[src/rtl/trace_sequencer.sv]
// ---------------------------------------------------------------------------
// trace_sequencer
//
// Frame-level controller for the column tracer. Once per frame, during
// VBLANK, it opens a tracing window: it snapshots the camera vectors
// (ARM), runs the tracer (RUN) until completion, deadline or gating, and
// then reports status.
//
// Optional feature macro: TRACE_CYCLE_COUNT_EN
//   defined   : builds the 16-bit RUN cycle counter and cycle_count register
//   undefined : no counter logic, cycle_count tied to 0
//
// Ports:
//   clk, reset       single clock, asynchronous active-high reset
//   go_en            global run gate
//   h, v             current beam position
//   cam_valid/ready  camera handshake; cam_data is the packed camera word
//                    {playerX, playerY, facingX, facingY, vplaneX, vplaneY}
//   cam_active       camera snapshot driven to the tracer (same packing)
//   tracer_enable    tracer enable, high only in RUN
//   tracer_store     tracer store strobe
//   tracer_column    tracer column index
//   frame_count      frames armed (wraps at 2047)
//   busy             high in ARM and RUN
//   done             one-cycle pulse on normal completion
//   overrun          sticky deadline-miss flag
//   cycle_count      RUN cycles of the last finished or aborted trace
// ---------------------------------------------------------------------------
module trace_sequencer #(
    parameter int FW       = 16,
    parameter int V_START  = 480,
    parameter int V_END    = 524,
    parameter int H_MAX    = 799,
    parameter int LAST_COL = 639
) (
    input  logic            clk,
    input  logic            reset,
    input  logic            go_en,
    input  logic [9:0]      h,
    input  logic [9:0]      v,
    input  logic            cam_valid,
    output logic            cam_ready,
    input  logic [6*FW-1:0] cam_data,
    output logic [6*FW-1:0] cam_active,
    output logic            tracer_enable,
    input  logic            tracer_store,
    input  logic [9:0]      tracer_column,
    output logic [10:0]     frame_count,
    output logic            busy,
    output logic            done,
    output logic            overrun,
    output logic [15:0]     cycle_count
);

    localparam logic [9:0] V_START_L  = 10'(V_START);
    localparam logic [9:0] V_END_L    = 10'(V_END);
    localparam logic [9:0] H_MAX_L    = 10'(H_MAX);
    localparam logic [9:0] LAST_COL_L = 10'(LAST_COL);

    typedef enum logic [1:0] {
        S_IDLE,
        S_ARM,
        S_RUN,
        S_DONE
    } state_t;

    state_t          state;
    logic [6*FW-1:0] pending;
    logic            pending_dirty;

    logic cam_xfer;
    logic arm_hit;
    logic run_complete;
    logic deadline;

    assign cam_xfer     = cam_valid && cam_ready;
    assign arm_hit      = go_en && (v == V_START_L) && (h == 10'd0);
    assign run_complete = tracer_store && (tracer_column == LAST_COL_L);
    assign deadline     = (v == V_END_L) && (h == H_MAX_L);

    // cam_ready and busy are registered alongside the state so that every
    // output comes straight from a flop.
    always_ff @(posedge clk or posedge reset) begin
        if (reset) begin
            state         <= S_IDLE;
            pending       <= '0;
            pending_dirty <= 1'b0;
            cam_active    <= '0;
            cam_ready     <= 1'b1;
            tracer_enable <= 1'b0;
            frame_count   <= '0;
            busy          <= 1'b0;
            done          <= 1'b0;
            overrun       <= 1'b0;
        end else begin
            done <= 1'b0;

            // cam_ready is low in ARM, so a transfer never collides with
            // the snapshot clearing pending_dirty below.
            if (cam_xfer) begin
                pending       <= cam_data;
                pending_dirty <= 1'b1;
            end

            case (state)
                S_IDLE: begin
                    if (arm_hit) begin
                        state     <= S_ARM;
                        busy      <= 1'b1;
                        cam_ready <= 1'b0;
                    end
                end

                S_ARM: begin
                    if (pending_dirty) begin
                        cam_active    <= pending;
                        pending_dirty <= 1'b0;
                    end
                    frame_count   <= frame_count + 11'd1;
                    state         <= S_RUN;
                    tracer_enable <= 1'b1;
                    cam_ready     <= 1'b1;
                end

                S_RUN: begin
                    if (run_complete) begin
                        state         <= S_DONE;
                        tracer_enable <= 1'b0;
                        busy          <= 1'b0;
                        done          <= 1'b1;
                    end else if (deadline) begin
                        state         <= S_IDLE;
                        tracer_enable <= 1'b0;
                        busy          <= 1'b0;
                        overrun       <= 1'b1;
                    end else if (!go_en) begin
                        state         <= S_IDLE;
                        tracer_enable <= 1'b0;
                        busy          <= 1'b0;
                    end
                end

                S_DONE: begin
                    // Hold until the arming line has passed so the same
                    // line cannot trigger a second window.
                    if (v != V_START_L) begin
                        state <= S_IDLE;
                    end
                end

                default: begin
                    state         <= S_IDLE;
                    tracer_enable <= 1'b0;
                    busy          <= 1'b0;
                    cam_ready     <= 1'b1;
                end
            endcase
        end
    end

`ifdef TRACE_CYCLE_COUNT_EN
    logic [15:0] run_cycles;
    logic [15:0] run_cycles_next;
    logic        run_exit;

    assign run_cycles_next = (run_cycles == 16'hFFFF) ? run_cycles : run_cycles + 16'd1;
    assign run_exit        = (state == S_RUN) && (run_complete || deadline || !go_en);

    // The reported count includes the exit cycle itself, so a trace that
    // holds tracer_enable for N cycles reports N.
    always_ff @(posedge clk or posedge reset) begin
        if (reset) begin
            run_cycles  <= '0;
            cycle_count <= '0;
        end else begin
            if (state == S_ARM) begin
                run_cycles <= '0;
            end else if (state == S_RUN) begin
                run_cycles <= run_cycles_next;
            end
            if (run_exit) begin
                cycle_count <= run_cycles_next;
            end
        end
    end
`else
    assign cycle_count = '0;
`endif

endmodule

[config.mk]
export PLATFORM = sky130hd
export DESIGN_NAME = trace_sequencer
export DESIGN_NICKNAME = d
export VERILOG_FILES = /design/src/rtl/trace_sequencer.sv
export SDC_FILE = /design/constraint.sdc
export NUM_CORES = 1
export LEC_CHECK = 0
export ABC_CLOCK_PERIOD_IN_PS = 9800
export BUFFER_PORTS_ARGS = -buffer_cell sky130_fd_sc_hd__buf_2
export CAP_MARGIN = 20
export CELL_PAD_IN_SITES_DETAIL_PLACEMENT = 0
export CELL_PAD_IN_SITES_GLOBAL_PLACEMENT = 1
export CORE_AREA = 2 2 145 147
export CTS_BUF_LIST = sky130_fd_sc_hd__clkbuf_16
export DETAILED_ROUTE_END_ITERATION = 8
export DIE_AREA = 0 0 147 149
export PLACE_DENSITY = 0.89
export SLEW_MARGIN = 5
export SYNTH_ARGS = -nofsm -noshare
export SYNTH_HDL_FRONTEND = slang
export SYNTH_SLANG_ARGS = --single-unit
[constraint.sdc]
create_clock -name clk -period 9.8 [get_ports clk]
set_input_delay 1.47 -clock clk [delete_from_list [all_inputs] [get_ports clk]]
set_output_delay 1.47 -clock clk [all_outputs]
set_load 0.02 [all_outputs]
[Yosys cells after proc, flatten, opt, wreduce, memory -nomap -nowiden]
Cells that the tools add are included.
Word-level totals
  bits in registers: 211
  input bits: 131
  output and inout port bits: 128
  logic and storage cells: 58
Operators by class
  add/sub/neg operators: 1
  equal/unequal tests: 11
  muxes and demuxes: 19
  bitwise operators: 1
  reductions and logical operators: 16
Operators by type and width (number)
  10-bit equality test, second input constant: 3
  11-bit by 1-bit adder with 11-bit output, second input constant: 1
  10-bit by 9-bit equality test with 1-bit output, second input constant: 1
  10-bit logical NOT: 1
  1-bit 2-to-1 mux: 10
  2-bit 2-to-1 mux: 5
  10-bit by 9-bit inequality test with 1-bit output, second input constant: 1
  3-bit AND reduction: 3
  2-bit case mux with 4 select lines: 1
  1-bit case mux with 2 select lines: 3
  2-bit AND reduction: 3
  2-bit nonzero test: 3
  1-bit logical AND: 5
  2-bit equality test, second input constant: 2
  2-bit inequality test, second input constant: 2
  4-bit inequality test, second input constant: 1
  2-bit by 1-bit equality test with 1-bit output, second input constant: 1
  2-bit logical NOT: 1
  1-bit inverter: 1

[Depth between registers and ports, before layout]
Gate-level depths: netlist of the first run.
  word-level depth: 5
  mapped depth: 7
  gate-level depth less buffers: 6

[Least setup slack after synthesis of the first run]
Ideal clock, no wire load.
  path type: in2reg
  from: in v[1]
  to: reg state[0]
  setup time: 0.127 ns
  arrival time: 3.011 ns
  required time: 9.673 ns
  path slack: 6.662 ns
  stages on the path: 5
  path buffers: 0
  cell sequence: or3_4 > or4_4 > nor4_4 > o21a_2 > mux2_1
Between the ends
  longest elaborated chain between the ends: 5
Ends and longest elaborated chain
  start, declared: line 40  | input logic [9:0] v,
  10-bit equality test or 10-bit by 9-bit equality test with 1-bit output (tied branches): line 79, 77
  1-bit logical AND, on equally long branches: line 79, 77
  2-bit 2-to-1 mux or 1-bit logical AND (tied branches): line 131, 77
  2-bit 2-to-1 mux or 2-bit inequality test (tied branches)
  2-bit case mux with 4 select lines or 3-bit AND reduction (tied branches)
  end signal, assigned: line 108  | state <= S_ARM;
  end signal, assigned: line 127  | state <= S_DONE;
  end signal, assigned: line 132  | state <= S_IDLE;
  end, declared: line 67  | state_t state;
Several ways; a longest one is shown, not always the timed one.
A chain may end at the register's enable or synchronous reset.

[Worst setup path in the final report of the first run]
  from: in cam_valid
  to: reg pending[9]
Between the ends
  longest elaborated chain between the ends: 1
Ends and longest elaborated chain
  start, declared: line 41  | input logic cam_valid,
  1-bit logical AND: line 76  | assign cam_xfer = cam_valid && cam_ready;
  end signal, assigned: line 101  | pending <= cam_data;
  end, declared: line 68  | logic [6*FW-1:0] pending;
Every way passes these cells.

==> results of run 1 <==
## layout make-up
type                    count  area share
flip-flops and latches    211       0.509
multi-input cells         282       0.267
repair buffers            245       0.119
clock buffers              23      0.0555
well taps                 275      0.0332
clock inverters            17      0.0119
inverters                   9     0.00398
## path summary, 6_finish.rpt
| kind | start | end | cells after the start | slack, ns |
|---|---|---|---|---|
| max reg2reg | state[1]$_DFFE_PP0P_ | cam_active[57]$_DFFE_PP0P_ | 5 | 7.17 |
| min | overrun$_DFFE_PP0P_ | overrun$_DFFE_PP0P_ | 2 | 0.47 |
| min in group asynchronous | reset | pending[33]$_DFFE_PP0P_ | 2 | 1.15 |
| max | cam_valid | pending[9]$_DFFE_PP0P_ | 4 | 6.97 |
| min reg2reg | overrun$_DFFE_PP0P_ | overrun$_DFFE_PP0P_ | 2 | 0.47 |
| max in group asynchronous | reset | cam_active[65]$_DFFE_PP0P_ | 3 | 7.05 |
## cell usage after synthesis (4+ instances only)
master    number  area (µm²)
dfrtp_1      210        5260
buf_2          4        20.0
ha_1           5        62.6
buf_1         12        45.0
nand4_1        5        31.3
inv_1          9        33.8
xnor2_1        7        61.3
mux2_2       193        2170
nor2_1         6        22.5
buf_4         16         120
clkbuf_1       5        18.8
nand2_1       14        52.6
## cells by family (layout without fill, tap and decap cells)
logic type                 after synthesis  after routing  share of synthesized area
other                                    1             16                   0.000456
DFF                                    211            211                      0.642
and+or+nand+nor                         43             43                     0.0318
adders and majority gates                5              5                    0.00761
xor gates and xnor gates                10             10                     0.0107
buffers and inverters                   46            294                     0.0289
AOI/OAI and AO/OA                       14             14                     0.0126
muxes                                  194            194                      0.266
## flip-flops by register name (all words and copies together) (netlist names), 2 cells and up
| register | flops |
|---|---|
| frame_count | 11 |
| pending | 96 |
| cam_active | 96 |
| state | 2 |
## cell usage in the layout, fill, tap and decap left out, types with 4 or more instances in the layout
master | netlist | final
buf_2 | 4 | 242
dfrtp_1 | 210 | 210
mux2_2 | 193 | 193
clkbuf_16 | 0 | 23
conb_1 | 1 | 16
inv_1 | 9 | 13
nand2_1 | 14 | 12
xnor2_1 | 7 | 7
nor2_1 | 6 | 6
clkinv_2 | 0 | 6
nand4_1 | 5 | 5
ha_1 | 5 | 5
clkinv_1 | 0 | 4
## through the flow
step / cell area (µm²) / total power, mW
final: 10400 / 3.67
after global placement: 9680 / 2.85
after detailed placement: 9680 / 2.91
after global routing: 10400 / 3.90
after CTS: 10400 / 3.73
after floorplan: 8280 / 2.48
## critical path: cells and delay by family
kind | cells | cell delay, ns
mux | 1 | 0.41
simple gates | 1 | 0.44
buf+inv | 2 | 0.83
## routing by layer
metal,global-route usage,vias up,wire length (µm)
li1,-,2319,-
met1,0.185,2513,6800
met2,0.259,150,8250
met3,0.0459,29,1200
met4,0.0433,0,365
met5,0,-,0
## report_power, final
part	internal, mW	switching (mW)
sequential	1.31	0.212
clock	0.476	0.329
combinational	0.656	0.686
total	2.44	1.23
==> run summary, run 1 <==
outcome - completed
critical path capture point type - register
Worst slew margin - 0.378
final period utilization - 0.289
Final Slew Violations - 0
critical-path cell list - buf_2 > nand2_4 > buf_4 > mux2_2
Final Wtd Congestion - 0.737
Place WS - 6.41 ns
maxcap violations - 0
Worst Setup Start Kind - input pin
Peak Freq - 353 MHz
crit path kind - in2reg
crit path max fanout - 55
Synth Register Bits - 211
Leakage - 4.95 nW
largest net degree at the start of global routing - 138
Cell Pwr Density - 354 mW/mm²
grt total ovfl - 0
CTS Buffer Depth - 3
Post-synth top flop - dfrtp_1
H-tree Lvls - 1
chip width - 147 µm
setup repair after global routing missed its margin - false
DR iter-0 viols - 125
post-cts resize count - 0
post-synthesis sequential area ratio - 0.642
Mapped Area - 0.00822 mm²
overall routed net length - 16.6 mm
core area - 0.0206 mm²
Post-DP HPWL - 11.3 mm
Rows - 53
port bufs - 242
die area - 0.0219 mm²
syn_area_per_cell - 15.7 µm²
Worst VDD drop - 0.000175 V
Die Y - 149 µm
Syn-to-layout area delta - 26.2%
multi-input logic area - 0.00278 mm²
total CTS buffers - 23
worst-margin pin slew - 0.933 ns
Pre-antenna DRT Iters - 4
antenna cells - 0
Final min period - 2.83 ns
vias per cell - 4.72
Fin. Hold Viols - 0
ANT nets after route - 0
WL/cell - 15.6 µm
Arr. time, crit path - 3.20 ns
via count - 5011
hold slack - 0.468 ns
initial antenna violation count - 0
final setup skew - 0.00560 ns
final-report setup violation count - 0
Layout Cells excl Fill - 1062
Fin Setup TNS - 0 ns
CTS Sinks - 211
CTS root buf - clkbuf_16
Fillers - 1805
WP data required - 10.17 ns
Initial Utilization - 0.400
CTS tree - done
EDFF count, synth - 0
Sequential cell area - 0.00528 mm²
Tot GR Track Use - 0.151
nets - 908
Residual DRC - 0
Post-Syn Instances - 524
first-pass GRT wire length - 26.8 mm
clock latency on the worst-skew pair - 0.49 ns
CP peak stage delay - 0.71 ns
final worst setup slack - 6.97 ns
Reg clk slew, reported paths - 0.06 ns
Synth cell types - 40
placed instance count - 1022
Top Ports - 259
Post-CTS Hold Fix Bufs - 0
vias in the first global route - 5247
layout cells sized above 1 - 0.607
Syn. warnings - 0
Async SR Flop Fraction - 1.00
post-layout util - 0.505
Setup Fix Bufs, Post-CTS - 0
Crit-path slowest cell - buf_4
min-delay worst type - reg2reg
(Power assumes the default switching activity.)
==> run 2, diff against run 1 <==
Settings changed: ABC_AREA set to 1, ABC_CLOCK_PERIOD_IN_PS 9800 to 2280, CORE_AREA 2 2 145 147 to 2 2 159 161, DIE_AREA 0 0 147 149 to 0 0 161 163, PLACE_DENSITY 0.89 to 0.85.
Clock period 9.8 ns to 2.28 ns, I/O delays scaled along.
==> run 2 against run 1 <==
Compared with the run above: final area increased by 3.4%; global-route usage decreased by 0.74 points; die area increased by 20%; worst setup slack got worse by 6.5 ns; area after synthesis increased by 2.5%; critical path depth increased by 3; combinational power increased to 3.5 times the previous value; flip-flop and latch count unchanged; critical endpoint is now frame_count[10]$_DFFE_PP0P_.
==> run summary, run 2 <==
outcome - completed (unchanged)
leading cell types by total area after synthesis - dfrtp_1 62%, nand2_1 11%, mux2_2 7.5%, inv_1 3.3%, nor2_1 2.7% (was dfrtp_1 64%, mux2_2 26%, buf_4 1.5%, ha_1 0.76%, xnor2_1 0.75%)
post-layout util - 0.435 (was 0.505)
Crit-path slowest cell - dfrtp_1 (was buf_4)
Residual DRC - 0 (unchanged)
chip width - 161 µm (was 147 µm)
critical-path cell list - inv_1 > ha_1 > nand4_2 > nor2_2 > nand3_1 > nor2_1 > xor2_1 (was buf_2 > nand2_4 > buf_4 > mux2_2)
setup repair after global routing missed its margin - false (unchanged)
Post-Syn Instances - 830 (was 524)
post-cts resize count - 0 (unchanged)
final worst setup slack - 0.505 ns (was 6.97 ns)
EDFF count, synth - 0 (unchanged)
vias in the first global route - 6099 (was 5247)
Leakage - 5.71 nW (was 4.95 nW)
worst-margin pin slew - 0.647 ns (was 0.933 ns)
Place WS - 0.493 ns (was 6.41 ns)
WL/cell - 13.5 µm (was 15.6 µm)
first-pass GRT wire length - 30.7 mm (was 26.8 mm)
Async SR Flop Fraction - 1.00 (unchanged)
crit path max fanout - 7 (was 55)
Post-synth top cells - 245 x nand2_1, 210 x dfrtp_1, 75 x inv_1 (was 210 x dfrtp_1, 193 x mux2_2, 16 x buf_4)
Worst Setup Start Kind - register (was input pin)
Worst VDD drop - 0.000705 V (was 0.000175 V)
crit path kind - reg2reg (was in2reg)
most common cell after layout, fill and taps aside - nand2_1 (was buf_2)
Layout Cells excl Fill - 1417 (was 1062)
syn_area_per_cell - 10.2 µm² (was 15.7 µm²)
Yosys top cell by area - dfrtp_1 (unchanged)
min-delay worst type - in2async (was reg2reg)
CTS tree - done (unchanged)
Yosys top cell area share - 0.623 (was 0.639)
hold slack - 0.00674 ns (was 0.468 ns)
final period utilization - 0.778
final setup skew - 0.0152 ns (was 0.00560 ns)
cell with the most instances after synthesis - nand2_1 (was dfrtp_1)
maxcap violations - 0 (unchanged)
die area - 0.0262 mm² (was 0.0219 mm²)
Top Ports - 259 (unchanged)
Mapped Area - 0.00843 mm² (was 0.00822 mm²)
total power after layout - 13.9 mW (was 3.67 mW)
H-tree Lvls - 1 (unchanged)
grt total ovfl - 0 (unchanged)
Post-CTS Hold Fix Bufs - 0 (unchanged)
Pre-antenna DRT Iters - 4 (unchanged)
Fin Setup TNS - 0 ns (unchanged)
Cell Pwr Density - 1300 mW/mm² (was 354 mW/mm²)
layout cells sized above 1 - 0.327 (was 0.607)
Tot GR Track Use - 0.143 (was 0.151)
critical path capture point type - register (unchanged)
Post-DP HPWL - 13.1 mm (was 11.3 mm)
Reg clk slew, reported paths - 0.06 ns (about the same)
via count - 6133 (was 5011)
Worst slew margin - 0.569 (was 0.378)
Initial Utilization - 0.342 (was 0.400)
core area - 0.0247 mm² (was 0.0206 mm²)
overall routed net length - 19.2 mm (was 16.6 mm)
Final Cell Area - 0.0107 mm² (was 0.0104 mm²)
WP data required - 2.70 ns (was 10.17 ns)
CTS root buf - clkbuf_16 (unchanged)
Peak Freq - 563 MHz
clock latency on the worst-skew pair - 0.51 ns (was 0.49 ns)
initial antenna violation count - 2 (was 0)
nets - 1207 (was 908)
Setup Fix Bufs, Post-CTS - 0 (unchanged)
Final Slew Violations - 0 (unchanged)
biggest regs - cam_active (96), pending (96), frame_count (11) (unchanged)
Post-synth top flop - dfrtp_1 (unchanged)
CP peak stage delay - 0.44 ns (was 0.71 ns)
placed instance count - 1375 (was 1022)
Die Y - 163 µm (was 149 µm)
Arr. time, crit path - 2.20 ns (was 3.20 ns)
Final min period - 1.77 ns
final-report setup violation count - 0 (unchanged)
Final Wtd Congestion - 0.787 (was 0.737)
Synth Register Bits - 211 (unchanged)
Syn-to-layout area delta - 27.2% (was 26.2%)
post-synthesis sequential area ratio - 0.626 (was 0.642)
Synth cell types - 25 (was 40)
port bufs - 242 (unchanged)
most frequent cells in the layout - 243 x nand2_1, 242 x buf_2, 210 x dfrtp_1 (was 242 x buf_2, 210 x dfrtp_1, 193 x mux2_2)
CTS Buffer Depth - 3 (unchanged)
ANT nets after route - 0 (unchanged)
Fin. Hold Viols - 0 (unchanged)
largest net degree at the start of global routing - 112 (was 138)
vias per cell - 4.33 (was 4.72)
Rows - 58 (was 53)
Syn. warnings - 0 (unchanged)
CTS Sinks - 211 (unchanged)
total CTS buffers - 24 (was 23)
DR iter-0 viols - 406 (was 125)
dpl cell area - 0.00997 mm² (was 0.00968 mm²)
## run 2: cell count changes in the layout (fill, tap and decap cells not counted), sizes merged, moves of 8 or more
cell	before	now
nand3	2	16
mux2	194	56
buf	245	253
o21ai	1	45
nor2	6	64
nand2	14	245
inv	14	80
a21oi	3	42
## run 2: worst max-delay path: cells and delay by family, from the launching register on
kind,cells,cell delay [ns]
adder cells (fa/ha/maj),1,0.39
XOR/XNOR,1,0.17
AND/OR/NAND/NOR,4,0.61
flip-flops,1,0.44
buffers and inverters,1,0.10
## run 2: path summary, 6_finish.rpt
kind / start / endpoint / slack (ns) / cells past startpoint
max: state[1]$_DFFE_PP0P_ / frame_count[10]$_DFFE_PP0P_ / 0.51 / 7
min: reset / frame_count[1]$_DFFE_PP0P_ / 0.007 / 3
max reg2reg: state[1]$_DFFE_PP0P_ / frame_count[10]$_DFFE_PP0P_ / 0.51 / 7
min reg2reg: pending[36]$_DFFE_PP0P_ / cam_active[36]$_DFFE_PP0P_ / 0.46 / 2
max in group asynchronous: reset / pending[80]$_DFFE_PP0P_ / 1.75 / 3
min in group clk: cam_data[2] / pending[2]$_DFFE_PP0P_ / 0.06 / 2
## run 2: metal layers
metal  vias to the layer above  wire length [µm]  track usage
met4                         0               595       0.0532
met1                      2873              8290        0.187
met5                         -                 0            0
li1                       3041                 -            -
met3                        39              1210       0.0321
met2                       180              9070        0.235
## run 2: cells by family (layout without fill, tap and decap cells)
kind of cell / after synthesis / in the layout / share of synthesized area
buf+inv: 128 / 369 / 0.0721
simple gates: 331 / 331 / 0.156
fa+ha+maj: 5 / 5 / 0.00742
compound gates: 88 / 88 / 0.0525
xor+xnor: 10 / 10 / 0.0104
flops: 211 / 211 / 0.626
mux: 56 / 56 / 0.0748
other cells: 1 / 17 / 0.000445
## run 2: final cells by class
type,instances,area [µm²]
well taps,330,413
multi-input cells,506,2610
diodes,1,2.50
inverters,75,285
clock buffers,24,601
clock inverters,17,151
flip-flops and latches,211,5280
repair buffers,253,1380
fillers,2466,13900
## run 2: report_power, final
| part | internal, mW | switching (mW) | leakage, nW |
|---|---|---|---|
| sequential | 4.94 | 0.633 | 2.51 |
| combinational | 1.59 | 3.10 | 2.82 |
| clock | 2.15 | 1.49 | 0.379 |
| total | 8.67 | 5.23 | 5.71 |
